## config.mk

```make
export PLATFORM = sky130hd
export DESIGN_NAME = cpu_seq_ctrl_flat
export DESIGN_NICKNAME = d
export VERILOG_FILES = /design/src/rtl/cpu_seq_ctrl_pkg.sv /design/src/rtl/cpu_seq_ctrl_if.sv /design/src/rtl/cpu_seq_ctrl_fetch_wait_timer.sv /design/src/rtl/cpu_seq_ctrl.sv /design/src/flat_wrapper.sv
export SDC_FILE = /design/constraint.sdc
export NUM_CORES = 1
export LEC_CHECK = 0
export CORE_ASPECT_RATIO = 0.6
export CORE_MARGIN = 1.5
export CORE_UTILIZATION = 49
export DETAILED_ROUTE_END_ITERATION = 6
export PLACE_DENSITY = 0.91
export SLEW_MARGIN = 0
export SYNTH_ARGS = -nofsm -noshare
export SYNTH_HDL_FRONTEND = slang
export SYNTH_SLANG_ARGS = --single-unit
```

## constraint.sdc

```tcl
create_clock -name i_clk -period 1.9 [get_ports i_clk]
set_input_delay 0.38 -clock i_clk [delete_from_list [all_inputs] [get_ports i_clk]]
set_output_delay 0.38 -clock i_clk [all_outputs]
set_load 0.005 [all_outputs]
```

## src/rtl/cpu_seq_ctrl_pkg.sv

```systemverilog
// Shared definitions for the CPU phase sequencer:
// state encodings, default halt opcode and widths.
package cpu_seq_ctrl_pkg;

   localparam int PHASE_W = 3;
   localparam int WAIT_W = 8;
   localparam logic [3:0] HALT_OP_DEF = 4'hF;

   typedef enum logic [PHASE_W-1:0] {
      S_IDLE   = 3'd0,
      S_FETCH  = 3'd1,
      S_DECODE = 3'd2,
      S_EXEC   = 3'd3,
      S_WB     = 3'd4,
      S_HALT   = 3'd5,
      S_FAULT  = 3'd6
   } state_t;

   function automatic logic is_busy(input state_t s);
      return s inside {S_FETCH, S_DECODE, S_EXEC, S_WB};
   endfunction

endpackage

```

## src/rtl/cpu_seq_ctrl_if.sv

```systemverilog
// Control/status bundle between the sequencer
// and the datapath units it drives.
interface cpu_seq_ctrl_if #(
   parameter int CNT_W = 16
);
   import cpu_seq_ctrl_pkg::*;

   logic             run;
   logic             step;
   logic             halt_req;
   logic             mem_ready;
   logic [3:0]       op_code;
   logic             en_ft;
   logic             en_dc;
   logic             en_ex;
   logic             en_wb;
   logic [PHASE_W-1:0] phase;
   logic             busy;
   logic             halted;
   logic             fault;
   logic [CNT_W-1:0] instr_count;

   modport master (
      output run, step, halt_req,
      output mem_ready, op_code,
      input  en_ft, en_dc, en_ex, en_wb,
      input  phase, busy, halted, fault,
      input  instr_count
   );

   modport slave (
      input  run, step, halt_req,
      input  mem_ready, op_code,
      output en_ft, en_dc, en_ex, en_wb,
      output phase, busy, halted, fault,
      output instr_count
   );

endinterface

```

## src/rtl/cpu_seq_ctrl_fetch_wait_timer.sv

```systemverilog
// Wait-state counter with limit compare; reusable
// for any memory port that stalls on a ready signal.
module cpu_seq_ctrl_fetch_wait_timer
   import cpu_seq_ctrl_pkg::*;
(
   input  logic              i_clk,
   input  logic              i_reset,
   input  logic              i_clear,
   input  logic              i_inc,
   input  logic [WAIT_W-1:0] i_limit,
   output logic              o_expired
);

   logic [WAIT_W-1:0] r_cnt;
   logic [WAIT_W-1:0] w_last;

   assign w_last = i_limit - WAIT_W'(1);

   always_ff @(posedge i_clk) begin
      if (i_reset || i_clear) begin
         r_cnt <= '0;
      end else if (i_inc) begin
         r_cnt <= r_cnt + WAIT_W'(1);
      end
   end

   // Expiry fires on the last stalled cycle, before the count wraps.
   assign o_expired = i_inc && (r_cnt == w_last);

endmodule

```

## src/rtl/cpu_seq_ctrl.sv

```systemverilog
// Multicycle fetch/decode/exec/writeback sequencer
// with wait states, single-step, halt and fault trap.
module cpu_seq_ctrl
   import cpu_seq_ctrl_pkg::*;
#(
   parameter int         MAX_WAIT = 8,
   parameter logic [3:0] HALT_OP  = HALT_OP_DEF,
   parameter int         CNT_W    = 16
) (
   input  logic         i_clk,
   input  logic         i_reset,
   cpu_seq_ctrl_if.slave bus
);

   state_t           r_state;
   logic             r_step_mode;
   logic             r_pend_halt;
   logic [CNT_W-1:0] r_count;

   logic w_in_fetch;
   logic w_clear;
   logic w_inc;
   logic w_expired;
   logic w_halt_op;
   logic w_stop;

   assign w_in_fetch = (r_state == S_FETCH);
   assign w_clear    = !w_in_fetch || bus.mem_ready;
   assign w_inc      = w_in_fetch && !bus.mem_ready;
   assign w_halt_op  = (bus.op_code == HALT_OP);
   assign w_stop     = r_pend_halt || bus.halt_req
                       || r_step_mode;

   cpu_seq_ctrl_fetch_wait_timer u_wait (
      .i_clk     (i_clk),
      .i_reset   (i_reset),
      .i_clear   (w_clear),
      .i_inc     (w_inc),
      .i_limit   (WAIT_W'(MAX_WAIT)),
      .o_expired (w_expired)
   );

   always_ff @(posedge i_clk) begin
      if (i_reset) begin
         r_state     <= S_IDLE;
         r_step_mode <= 1'b0;
         r_pend_halt <= 1'b0;
         r_count     <= '0;
      end else begin
         unique case (r_state)
            S_IDLE, S_HALT: begin
               if (bus.step) begin
                  r_state     <= S_FETCH;
                  r_step_mode <= 1'b1;
               end else if (bus.run) begin
                  r_state     <= S_FETCH;
                  r_step_mode <= 1'b0;
               end
            end
            S_FETCH: begin
               r_pend_halt <= r_pend_halt | bus.halt_req;
               if (bus.mem_ready) begin
                  r_state <= S_DECODE;
               end else if (w_expired) begin
                  r_state <= S_FAULT;
               end
            end
            S_DECODE: begin
               r_pend_halt <= r_pend_halt | bus.halt_req;
               r_state     <= S_EXEC;
            end
            S_EXEC: begin
               // Halt opcode retires here without a writeback.
               if (w_halt_op) begin
                  r_count     <= r_count + CNT_W'(1);
                  r_state     <= S_HALT;
                  r_pend_halt <= 1'b0;
                  r_step_mode <= 1'b0;
               end else begin
                  r_pend_halt <= r_pend_halt | bus.halt_req;
                  r_state     <= S_WB;
               end
            end
            S_WB: begin
               r_count <= r_count + CNT_W'(1);
               if (w_stop) begin
                  r_state     <= S_HALT;
                  r_pend_halt <= 1'b0;
                  r_step_mode <= 1'b0;
               end else begin
                  r_state <= S_FETCH;
               end
            end
            S_FAULT: begin
               r_state <= S_FAULT;
            end
            default: begin
               r_state <= S_IDLE;
            end
         endcase
      end
   end

   assign bus.en_ft  = w_in_fetch && bus.mem_ready;
   assign bus.en_dc  = (r_state == S_DECODE);
   assign bus.en_ex  = (r_state == S_EXEC) && !w_halt_op;
   assign bus.en_wb  = (r_state == S_WB);
   assign bus.phase  = r_state;
   assign bus.busy   = is_busy(r_state);
   assign bus.halted = (r_state == S_HALT);
   assign bus.fault  = (r_state == S_FAULT);
   assign bus.instr_count = r_count;

   a_onehot_en: assert property (
      @(posedge i_clk)
      $onehot0({bus.en_ft, bus.en_dc,
                bus.en_ex, bus.en_wb})
   );

endmodule
```

## src/flat_wrapper.sv

```systemverilog
// flat-port wrapper written by rule: the top's interface ports become plain ports
module cpu_seq_ctrl_flat import cpu_seq_ctrl_pkg::*;
#(
   parameter int         MAX_WAIT = 8,
   parameter logic [3:0] HALT_OP  = HALT_OP_DEF,
   parameter int         CNT_W    = 16
)
  (i_clk, i_reset, bus_run, bus_step, bus_halt_req, bus_mem_ready, bus_op_code, bus_en_ft, bus_en_dc, bus_en_ex, bus_en_wb, bus_phase, bus_busy, bus_halted, bus_fault, bus_instr_count);
  cpu_seq_ctrl_if #(.CNT_W(CNT_W)) bus_i ();
  input  logic i_clk;
  input  logic i_reset;
  input wire logic [$bits(bus_i.run)-1:0] bus_run;
  input wire logic [$bits(bus_i.step)-1:0] bus_step;
  input wire logic [$bits(bus_i.halt_req)-1:0] bus_halt_req;
  input wire logic [$bits(bus_i.mem_ready)-1:0] bus_mem_ready;
  input wire logic [$bits(bus_i.op_code)-1:0] bus_op_code;
  output wire logic [$bits(bus_i.en_ft)-1:0] bus_en_ft;
  output wire logic [$bits(bus_i.en_dc)-1:0] bus_en_dc;
  output wire logic [$bits(bus_i.en_ex)-1:0] bus_en_ex;
  output wire logic [$bits(bus_i.en_wb)-1:0] bus_en_wb;
  output wire logic [$bits(bus_i.phase)-1:0] bus_phase;
  output wire logic [$bits(bus_i.busy)-1:0] bus_busy;
  output wire logic [$bits(bus_i.halted)-1:0] bus_halted;
  output wire logic [$bits(bus_i.fault)-1:0] bus_fault;
  output wire logic [$bits(bus_i.instr_count)-1:0] bus_instr_count;
  assign bus_i.run = bus_run;
  assign bus_i.step = bus_step;
  assign bus_i.halt_req = bus_halt_req;
  assign bus_i.mem_ready = bus_mem_ready;
  assign bus_i.op_code = bus_op_code;
  assign bus_en_ft = bus_i.en_ft;
  assign bus_en_dc = bus_i.en_dc;
  assign bus_en_ex = bus_i.en_ex;
  assign bus_en_wb = bus_i.en_wb;
  assign bus_phase = bus_i.phase;
  assign bus_busy = bus_i.busy;
  assign bus_halted = bus_i.halted;
  assign bus_fault = bus_i.fault;
  assign bus_instr_count = bus_i.instr_count;
  cpu_seq_ctrl #(.MAX_WAIT(MAX_WAIT), .HALT_OP(HALT_OP), .CNT_W(CNT_W)) u_core (.i_clk(i_clk), .i_reset(i_reset), .bus(bus_i));
endmodule
```

==> impl_summary.md, run 1 <==
Worst setup path
The critical path is of the flip-flop to flip-flop type. Of all nets on the critical path, the largest fanout is 6. For the worst setup path, the data arrival time is between 2 and 2.5 ns. For the worst setup path, the data required time is 2.12 ns. The endpoint class of the critical path is a flip-flop. The nature of the critical path startpoint is a flip-flop.

Worst hold path
The kind of path behind the tightest hold check is flip-flop to flip-flop.

Logic synthesis
After synthesis, the mean cell area works out to ~8.3 µm². In this run, distinct cell masters in the synthesized netlist total 37. The summed instance area of the synthesized netlist is between 0.001 and 0.0015 mm².

The register bit total from synthesis is 29. Counting every net in the synthesized netlist gives 190. After synthesis, flip-flops and latches occupy 39.1% of the total area. The cell count after synthesis came out at approximately 180. Yosys printed 0 warnings.

Global route
The remaining global-route overflow is 0. Entering global routing, the biggest net connects 26 pins. The first global-routing pass estimated approximately 6.3 mm of wire. The number of antenna violations at the first check in global routing was 0.

The via count of the first global-routing pass was about 1400. The overall track demand over capacity in global routing is about 25%.

Run
Across the run, the number of max-cap violations was 0.

STA
The transition time at the pin with the least slew margin is around 0.37 ns. Setup repair after global routing left no endpoint under its margin. The count of pins over their slew limit is 0. The final period demand of the worst path is 1.84 ns.

Clock skew on the completed layout was measured at roughly 0.0060 ns. The final number of setup-violating endpoints is 0. The timing-limited maximum frequency is about 0.54 GHz. The number of hold-slack violations in the final timing report is 0. The worst slew margin relative to its limit is 75.1%. The share of the clock period used by the worst path after layout is 96.9%.

Finish
Once layout is done, the placed cells without fillers occupy about 0.0021 mm². The post-route non-filler standard cell count is roughly 270. From synthesis to final layout, the design area changed by 42.7%. The number of nets in the final layout is between 200 and 250. The fraction of layout instances using a drive strength above 1 is ~16%. The number of antenna diodes in the final layout is 0.

Place
The total of buffers placed on input and output ports is 35. Routability-driven placement finished with a final weighted congestion of between 0.7 and 0.8. Summing all placed instances gives a cell area of between 0.0015 and 0.002 mm². The total half-perimeter wirelength after legalization and detailed placement is approximately 2.6 mm. Counting tap cells, the placed design contains a total of 260 instances.

CTS
The clock reaches the later pin of the worst-skew pair after around 0.29 ns. The longest clock path from root to sink contains 2 buffers. The number of buffers created by CTS is 5. The clock tree from TritonCTS is built.

The H-tree was split into 2 levels. The tree is rooted in a clkbuf_8. The count of hold buffers inserted by post-cts repair is 0. The TritonCTS sink count is 29.

Clock-pin slew was measured on the worst setup and hold paths at 0.07 ns.

Route
The number of DRC violations after detailed routing is 0. The aggregate routed wire length is 4.00 mm. In the routed layout, each cell is associated on average with a via count of between 5 and 6.

The first-pass iteration count of the detailed router is 4. The detailed router placed 1526 vias in this run. In this run, the number of DRC markers left after iteration 0 of detailed routing was approximately 100. In this run the remaining antenna-violating nets after routing total 0. The detail-routed net length per standard cell is approximately 15 µm.

Die
The floorplan step set the die height to about 46 µm. The floorplan step defined a die boundary enclosing about 0.0034 mm². Once the floorplan was initialized, standard cells occupied about 52% of the core.

After floorplanning, the core was divided into 15 placement rows. Measured along the x axis, the die boundary spans 74.0 µm. The boundary pin count is 36. The core region is around 0.0029 mm².

Outcome
The flow ran to the end, and the final reports show no timing, DRC or antenna violations.

Power and ir drop
The leakage power total is between 0.7 and 0.8 nW. The post-layout total power is between 0.0015 and 0.002 W. The worst-case IR drop observed on VDD is between 0.4 and 0.5 mV. The power per cell area is ~770 mW/mm².
-- cell usage after synthesis --
cell type  instances  area, µm²
dfxtp_1           29        581
nor2_1            18       67.6
a21oi_1           17       85.1
nand3_1           10       50.1
o31ai_1           10       75.1
or4_1             10       75.1
nand2_1            9       33.8
o21ai_0            9       45.0
clkbuf_1           7       26.3
xor2_1             7       61.3
and3_1             4       25.0
nand2b_1           4       25.0
nand4_1            4       25.0
or3_1              4       25.0
and4_1             3       26.3
inv_1              3       11.3
nor2b_1            3       18.8
nor3_1             3       15.0
a31oi_1            2       12.5
buf_6              2       22.5
ha_1               2       25.0
nor3b_1            2       15.0
xnor2_1            2       17.5
a211oi_1           1       7.51
a31oi_2            1       12.5
and2_1             1       6.26
and4b_1            1       10.0
buf_2              1       5.00
clkinv_2           1       5.00
maj3_1             1       10.0
mux2_2             1       11.3
mux2i_1            1       10.0
nor4b_1            1       8.76
o21bai_1           1       7.51
o32ai_1            1       8.76
or2_2              1       6.26
or3b_4             1       11.3
-- logic make-up (layout without fill, tap and decap cells) --
logic type	count (synthesis)	count (layout)	share of synthesized area, %
buffers and inverters	14	63	4.72
AO/OA/AOI/OAI	42	42	17.1
XOR/XNOR	9	9	5.31
flip-flops	29	29	39.1
AND/OR/NAND/NOR	79	79	29.9
multiplexers	2	2	1.43
adder cells (fa/ha/maj)	3	3	2.36
-- layout by cell type, fill, tap and decap left out, types with 7 or more instances in the layout --
cell,Yosys,layout
nand2_1,9,9
nor2_1,18,18
o31ai_1,10,10
buf_4,0,14
a21oi_1,17,16
or4_1,10,9
clkdlybuf4s50_1,0,28
nand3_1,10,10
dfxtp_1,29,27
dlygate4sd2_1,0,7
o21ai_0,9,9
xor2_1,7,7
-- report_power, final --
group          leakage (nW)  internal [W]  switching (W)
Combinational         0.474      0.000103      0.0000999
Sequential            0.235      0.000622      0.0000153
Clock                0.0681      0.000521       0.000262
Total                 0.777       0.00125       0.000377
-- critical path, stage by stage, from the launching register on --
cell and delay [ns]:
dfxtp_1 0.44, nand4_1 0.24, or2_2 0.41, or4_1 0.51, a21oi_1 0.17
-- metal layers --
metal  global-route usage, %  wire length, µm  up-vias
li1                        -                -      747
met1                    34.9             1970      716
met2                    36.4             1690       53
met3                    8.41              269       10
met4                    11.9               73        0
met5                       0                0        -
-- final cells by class --
cell class	count	area [µm²]
well taps	42	52.6
flip-flops and latches	29	586
multi-input cells	135	851
repair buffers	51	478
clock inverters	3	65.1
inverters	4	16.3
clock buffers	5	68.8
fillers	218	754
-- path summary, 6_finish.rpt --
path | startpoint | to | slack [ns] | depth (start not counted)
max | u_core.bus.instr_count[5]$_SDFFE_PP0P_ | u_core.bus.instr_count[15]$_SDFFE_PP0P_ | 0.06 | 4
max reg2reg | u_core.bus.instr_count[5]$_SDFFE_PP0P_ | u_core.bus.instr_count[15]$_SDFFE_PP0P_ | 0.06 | 4
min reg2reg | u_core.bus.instr_count[10]$_SDFFE_PP0P_ | u_core.bus.instr_count[10]$_SDFFE_PP0P_ | 0.50 | 2
min | u_core.bus.instr_count[10]$_SDFFE_PP0P_ | u_core.bus.instr_count[10]$_SDFFE_PP0P_ | 0.50 | 2
-- per-stage QoR --
stage	worst slack [ns]	util, %	hold slack [ns]	setup TNS (ns)
2_1_floorplan	0.159	-	0.437	0
3_3_place_gp	-0.171	68.2	0.460	-1.81
3_5_place_dp	-0.240	68.2	0.472	-2.28
4_1_cts	0.0453	73.4	0.488	0
5_1_grt	0.0183	73.7	0.534	0
6_report	0.0583	73.7	0.501	0
-- state kept, by name, indices dropped and copies added (netlist names) --
| signal | flops |
|---|---|
| u_core.r_pend_halt | 1 |
| u_core.bus.instr_count | 16 |
| u_core.bus.phase | 3 |
| u_core.r_step_mode | 1 |
| u_core.u_wait.r_cnt | 8 |
-- repair_timing --
item	CTS	global route
setup endpoints to repair	9	2
pin swaps	0	0
resized for setup	13	3
setup buffers	1	0
No activity file was read; power rests on OpenSTA's default activity.
==> inputs of run 2 (changes only) <==
Settings changed: MAX_ROUTING_LAYER set to met4.
==> impl_summary.md, run 2 (same netlist as run 1, synthesis figures left out) <==
Outcome
The flow ran to the end, and the final reports show no timing, DRC or antenna violations.

Power and ir drop
The part of the power in registers is 39.3% (about the same). The part of the total power dissipated in combinational logic was 12.5% (about the same). The relative contribution of the clock network to total power is 48.2% (about the same). The switching component of the power is 0.000377 W (about the same). The power per cell area is 766 mW/mm² (about the same). The leakage power total is 0.777 nW (unchanged). The peak supply drop is 0.438 mV (-1.1%).

The post-layout total power came to 0.00162 W (about the same). The internal power is 0.00125 W (about the same). The net switching share of the total power is 23.2% (about the same).

Route
The met3 wire length is 253 µm (-5.9%). The wire length on met1 was 2.00 mm (+1.7%). The length of routed met2 wiring came to 1.69 mm (+0.30%).

The first-pass iteration count of the detailed router is 4 (unchanged). The violation count after the first detailed-route iteration is 104 (+3.0%). The aggregate routed wire length was 4.02 mm (+0.53%). The number of nets with antenna violations after detailed routing is 0 (unchanged). The detail-routed net length per standard cell was 14.9 µm (+0.53%). The number of DRC violations after detailed routing is 0 (unchanged). The detailed-route via count is 1538 (+0.79%). The per-cell via count in the routed design is 5.72 (+0.79%). Signal routing reaches up to met4.

CTS
The tree is rooted in a clkbuf_8. The clock tree from TritonCTS is built. The number of buffers created by CTS is 5 (unchanged). The later-pin clock latency in the skew report came to 0.29 ns (about the same). The clock-pin slew reported for the worst setup and hold paths after clock tree synthesis was 0.07 ns (about the same). The deepest level of the CTS H-tree is 2 (unchanged).

The clock tree buffer depth is 2 (unchanged). The count of hold buffers inserted by post-cts repair is 0 (unchanged). The TritonCTS sink count is 29 (unchanged).

Worst setup path
The data arrival at the endpoint of the critical path came to 2.07 ns (about the same). In this run the critical register-to-register path is launched from u_core.bus.instr_count[5]$_SDFFE_PP0P_. The worst path required time came to 2.12 ns (about the same).

The path depth of the worst reg2reg path came to 4 (unchanged). The critical path in this run is classified as flip-flop to flip-flop. The nature of the critical path startpoint is a flip-flop. The worst register-to-register path ends at u_core.bus.instr_count[15]$_SDFFE_PP0P_. The setup slack of the worst register-to-register path is 0.06 ns (about the same). The worst setup path is captured at a flip-flop. The worst-path maximum fanout came to 6 (unchanged).

Finish
The final core area utilization is 73.7% (unchanged). The area growth from synthesis to layout was 42.7% (unchanged). The post-route non-filler standard cell count is 269 (unchanged). The final instance area is 0.00212 mm² (unchanged). The library cell used most frequently in the layout, excluding fill and tap cells, is clkdlybuf4s50_1. The flip-flop count of the largest register after layout is 16 (unchanged). The fraction of layout instances using a drive strength above 1 was 15.9% (unchanged). The number of nets in the final layout is 238 (unchanged). In the layout the commonest cells are clkdlybuf4s50_1 (28), dfxtp_1 (27), nor2_1 (18). The antenna diode count was 0 (unchanged).

Worst hold path
The source of the worst hold timing path is u_core.bus.instr_count[10]$_SDFFE_PP0P_. The number of cells traversed by the worst hold path was 2 (unchanged). In this run the worst hold path is classified as flip-flop to flip-flop. The end point of the worst hold path is u_core.bus.instr_count[10]$_SDFFE_PP0P_.

Place
The total of buffers placed on input and output ports is 35 (unchanged). The post-detailed-placement cell area is 0.00196 mm² (unchanged). The final weighted congestion of routability-driven global placement is 0.805 (+1.4%). The total half-perimeter wirelength after legalization and detailed placement was 2.63 mm (unchanged). The cell total after placement is 260 (unchanged).

Die
The die area is 0.00338 mm² (unchanged). The boundary pin count is 36 (unchanged). The area of the core is 0.00287 mm² (unchanged). The die span in y came to 45.6 µm (unchanged). The width of the chip is 74.0 µm (unchanged).

The number of cell rows is 15 (unchanged). The initial core utilization is 51.7% (unchanged).

STA
The final number of setup-violating endpoints is 0 (unchanged). The clock skew after layout is 0.00497 ns (-0.00103 ns). The worst slew margin relative to its limit is 73.7% (-1.4 points). The count of pins over their slew limit is 0 (unchanged). The transition time at the pin with the least slew margin was 0.393 ns (+0.0204 ns). The final period demand of the worst path was 1.84 ns (+0.000903 ns).

The share of the clock period used by the worst path after layout was 97.0% (about the same). Setup repair after global routing left no endpoint under its margin. The number of hold-slack violations in the final timing report is 0 (unchanged).

The timing-limited maximum frequency was 0.543 GHz (about the same). The total negative slack for setup checks is 0 ns (unchanged).

Global route
The largest net degree at the start of global routing was 26 (unchanged). The overall track demand over capacity in global routing is 26.3% (+0.85 points). The wire length of the first global-routing pass was 6.27 mm (+0.11%). The number of antenna violations at the first check in global routing is 0 (unchanged). The remaining global-route overflow is 0 (unchanged).

The via count of the first global-routing pass is 1364 (+0.44%).

Run
The total of max-cap violations is 0 (unchanged).
==> run 2: cell counts in the layout (fill, tap and decap cells not counted) <==
Identical to the previous run, type by type.
==> run 2: what timing repair did <==
item / 4_1_cts / 5_1_grt
setup endpoints to repair: 9 / 2
resized for setup: 13 / 3
buffers inserted: 1 / 0
pin swaps: 0 / 0
==> run 2: per-layer routing <==
layer  GRT usage (%)  up-vias
met4            11.9        0
met2            36.6       50
met3            8.41       10
met5               -        -
li1                -      749
met1            34.9      729
==> run 2: metrics by stage <==
step | worst slack [ns] | hold WS, ns
CTS | 0.0453 | 0.488
global route | 0.0183 | 0.534
global placement | -0.171 | 0.460
detailed placement | -0.240 | 0.472
floorplan | 0.159 | 0.437
finish | 0.0574 | 0.507
==> run 2: power groups by stage <==
stage	Sequential, W	Clock [W]	Combinational [W]
detailed placement	0.000647	0	0.000199
finish	0.000638	0.000781	0.000203
floorplan	0.000646	0	0.000107
global placement	0.000647	0	0.000195
global route	0.000639	0.000816	0.000219
CTS	0.000635	0.000786	0.000196
==> run 2: worst max path at each step <==
| stage | to | slack, ns | start | depth (start not counted) |
|---|---|---|---|---|
| 6_report | u_core.bus.instr_count[15]$_SDFFE_PP0P_ | 0.06 | u_core.bus.instr_count[5]$_SDFFE_PP0P_ | 4 |
| 5_1_grt | u_core.bus.instr_count[15]$_SDFFE_PP0P_ | 0.02 | u_core.bus.instr_count[5]$_SDFFE_PP0P_ | 4 |
| 4_1_cts | u_core.bus.instr_count[5]$_SDFFE_PP0P_ | 0.05 | bus_op_code[2] | 6 |
| 3_5_place_dp | u_core.bus.instr_count[15]$_SDFFE_PP0P_ | -0.24 | bus_op_code[2] | 6 |
| 3_3_place_gp | u_core.bus.instr_count[10]$_SDFFE_PP0P_ | -0.17 | bus_op_code[2] | 6 |
| 2_1_floorplan | u_core.bus.instr_count[6]$_SDFFE_PP0P_ | 0.16 | u_core.bus.phase[1]$_SDFFE_PP0P_ | 7 |
==> run 2: layout make-up <==
class                      count  area [µm²]
multi-input combinational    135         851
clock inverter                 3        65.1
timing repair buffer          51         478
inverter                       4        16.3
clock buffer                   5        68.8
sequential                    29         586
fill                         218         754
tap                           42        52.6
==> run 2: critical path, cell delays in order (launching register included) <==
cell     delay [ns]
dfxtp_1        0.44
nand4_1        0.24
or2_2          0.41
or4_1          0.51
a21oi_1        0.17
==> inputs of run 3 (changes only) <==
--- a/config.mk
+++ b/config.mk
@@ -12,3 +12,3 @@
 export MAX_ROUTING_LAYER = met4
-export PLACE_DENSITY = 0.91
+export PLACE_DENSITY = 0.81
 export SLEW_MARGIN = 0
==> constraint.sdc (replaced) <==
create_clock -name i_clk -period 1.9 [get_ports i_clk]
set_input_delay 0.19 -clock i_clk [delete_from_list [all_inputs] [get_ports i_clk]]
set_output_delay 0.19 -clock i_clk [all_outputs]
set_load 0.005 [all_outputs]
==> impl_summary.md, run 3 (same netlist as run 1, synthesis figures left out) <==
Worst setup path
The kind of cell adding the most delay to the critical path is simple AND/OR/NAND/NOR gates. By startpoint and endpoint, the worst setup path is classified as flip-flop to flip-flop. The cell depth of the worst setup path is 6 (+2). The nature of the critical path startpoint is a flip-flop. The worst-path maximum fanout is 30 (+24). The data arrival at the endpoint of the critical path is 2.02 ns (-0.05 ns). Among all stages on the critical path, the largest delay is contributed by or4_1. The critical path's largest stage delay is 0.52 ns (about the same). The worst path required time is 2.10 ns (-0.02 ns). The path depth of the worst reg2reg path came to 6 (+2).

Traced cell by cell, the critical path runs through or3b_4, clkinv_2, a31oi_2, buf_12, or4_1, a21oi_1. The count of buffering cells on the critical path with inverters included is 2 (+2). The endpoint class of the critical path is a flip-flop.

CTS
The clock-pin slew reported for the worst setup and hold paths after clock tree synthesis came to 0.07 ns (about the same). The number of buffers created by CTS is 5 (unchanged). The number of setup buffers added after CTS is 0 (-1). The tree is rooted in a clkbuf_8. The TritonCTS sink count is 29 (unchanged). The count of hold buffers inserted by post-cts repair is 0 (unchanged). The deepest level of the CTS H-tree is 2 (unchanged).

The clock tree buffer depth is 2 (unchanged). The later-pin clock latency in the skew report is 0.28 ns (about the same). TritonCTS built the clock tree.

Finish
The area growth from synthesis to layout is 37.8%. The antenna diode count is 0 (unchanged). The area occupied by registers is 581 µm² (-0.85%).

The flip-flop count of the largest register after layout is 16 (unchanged). The fraction of layout instances using a drive strength above 1 is 11.4% (-4.5 points). The area taken by multi-input logic gates is 851 µm² (unchanged). In the layout the commonest cells are clkdlybuf4s50_1 (33), dfxtp_1 (29), nor2_1 (18). The leading cell type in the layout, fill and taps excluded is clkdlybuf4s50_1.

The post-route non-filler standard cell count came to 262 (-2.6%). The number of nets in the final layout came to 231 (-2.9%). The fill cell instance count of the final layout is 218 (unchanged).

Global route
The largest net degree at the start of global routing is 31 (+19%). The via count of the first global-routing pass is 1353 (-0.81%). The remaining global-route overflow is 0 (unchanged). The wire length of the first global-routing pass is 6.09 mm (-2.8%). The number of antenna violations at the first check in global routing came to 0 (unchanged). The overall track demand over capacity in global routing was 25.3% (-1.1 points).

Route
The number of nets with antenna violations after detailed routing is 0 (unchanged). The detailed-route via count came to 1522 (-1.0%). The number of DRC violations after detailed routing is 0 (unchanged). The per-cell via count in the routed design is 5.81 (+1.6%). The aggregate routed wire length came to 3.75 mm (-6.6%). The violation count after the first detailed-route iteration is 127 (+22%). The detail-routed net length per standard cell is 14.3 µm (-4.2%). The first-pass iteration count of the detailed router is 4 (unchanged).

Run
The total of max-cap violations was 0 (unchanged).

Power and ir drop
The peak supply drop is 0.624 mV (+43%). The power per cell area is 682 mW/mm² (-11%). The leakage power total is 0.734 nW (-5.5%).

Worst hold path
The number of cells traversed by the worst hold path came to 2 (unchanged). The tightest min-delay check is of the flip-flop to flip-flop type.

Place
The cell total after placement was 254 (-2.3%). The total half-perimeter wirelength after legalization and detailed placement was 2.65 mm (+0.88%). The total of buffers placed on input and output ports is 35 (unchanged). The final weighted congestion of routability-driven global placement came to 0.834 (+3.6%).

Die
The initial core utilization is 51.7% (unchanged). The area of the core came to 0.00287 mm² (unchanged). The die span in y is 45.6 µm (unchanged). The number of cell rows came to 15 (unchanged). The width of the chip is 74.0 µm (unchanged). The die area is 0.00338 mm² (unchanged). The boundary pin count was 36 (unchanged).

STA
The timing-limited maximum frequency is 0.550 GHz (+1.3%). Setup repair after global routing left no endpoint under its margin. The final worst hold slack came to 0.481 ns (-0.0268 ns).

The final number of setup-violating endpoints was 0 (unchanged). The transition time at the pin with the least slew margin was 0.388 ns (-0.00557 ns). The final period demand of the worst path is 1.82 ns (-0.0245 ns).

The clock skew after layout is 0.00907 ns (+0.00410 ns). The worst slew margin relative to its limit came to 74.0% (+0.25 points). The count of pins over their slew limit is 0 (unchanged). The share of the clock period used by the worst path after layout was 95.7% (-1.3 points). The number of hold-slack violations in the final timing report is 0 (unchanged).

Outcome
The run finished with clean final reports.
-- run 3: cell types whose count changed in the layout (fill, tap and decap cells not counted), moves of 2 or more --
cell,previous run,this run
dlygate4sd2_1,7,0
clkdlybuf4s50_1,28,33
buf_4,14,6
bufinv_16,2,0
dfxtp_1,27,29
clkbuf_8,5,7
dlymetal6s2s_1,0,2
-- run 3: what timing repair did --
action / in CTS / in global routing
gates resized for setup: 1 / 7
endpoints found under the setup margin: 1 / 3
pin swaps: 0 / 0
-- run 3: worst paths after layout --
path	start	to	slack [ns]
max	u_core.bus.phase[0]$_SDFFE_PP0P_	u_core.bus.instr_count[9]$_SDFFE_PP0P_	0.08
min	u_core.bus.instr_count[15]$_SDFFE_PP0P_	u_core.bus.instr_count[15]$_SDFFE_PP0P_	0.48
max reg2reg	u_core.bus.phase[0]$_SDFFE_PP0P_	u_core.bus.instr_count[9]$_SDFFE_PP0P_	0.08
min reg2reg	u_core.bus.instr_count[15]$_SDFFE_PP0P_	u_core.bus.instr_count[15]$_SDFFE_PP0P_	0.48
-- run 3: tightest hold or removal path, stage by stage, from the launching register on --
cell and delay, ns:
dfxtp_1 0.32, o31ai_1 0.06, a21oi_1 0.05
-- run 3: power by group --
part | switching (W) | internal [W] | leakage [nW]
combinational | 0.0000976 | 0.000107 | 0.446
clock | 0.000231 | 0.000327 | 0.0542
sequential | 0.0000110 | 0.000622 | 0.234
-- run 3: through the flow --
step	cell area (µm²)	setup TNS (ns)	setup WS (ns)	util (%)	power, W
after floorplan	1480	0	0.159	-	0.000753
after global placement	1910	0	0.0243	66.6	0.000831
after detailed placement	1910	-0.282	-0.0730	66.6	0.000840
after CTS	2020	0	0.0272	70.2	0.00140
after global routing	2040	0	0.00866	71.2	0.00146
final	2040	0	0.0819	71.2	0.00140
-- run 3: area by class of cell --
| type | count | area share [%] |
|---|---|---|
| Multi-Input combinational cell | 135 | 41.6 |
| Sequential cell | 29 | 28.4 |
| Timing Repair Buffer | 44 | 21.7 |
| Clock buffer | 7 | 4.71 |
| Tap cell | 42 | 2.57 |
| Inverter | 4 | 0.796 |
| Clock inverter | 1 | 0.245 |
-- run 3: metal layers --
layer / routed length (µm) / part of all wire, % / GRT usage [%]
met5: 0 / 0 / -
met3: 296 / 7.9 / 9.29
met1: 1690 / 45 / 31.7
met2: 1740 / 47 / 38.9
met4: 18 / 0.48 / 6.30
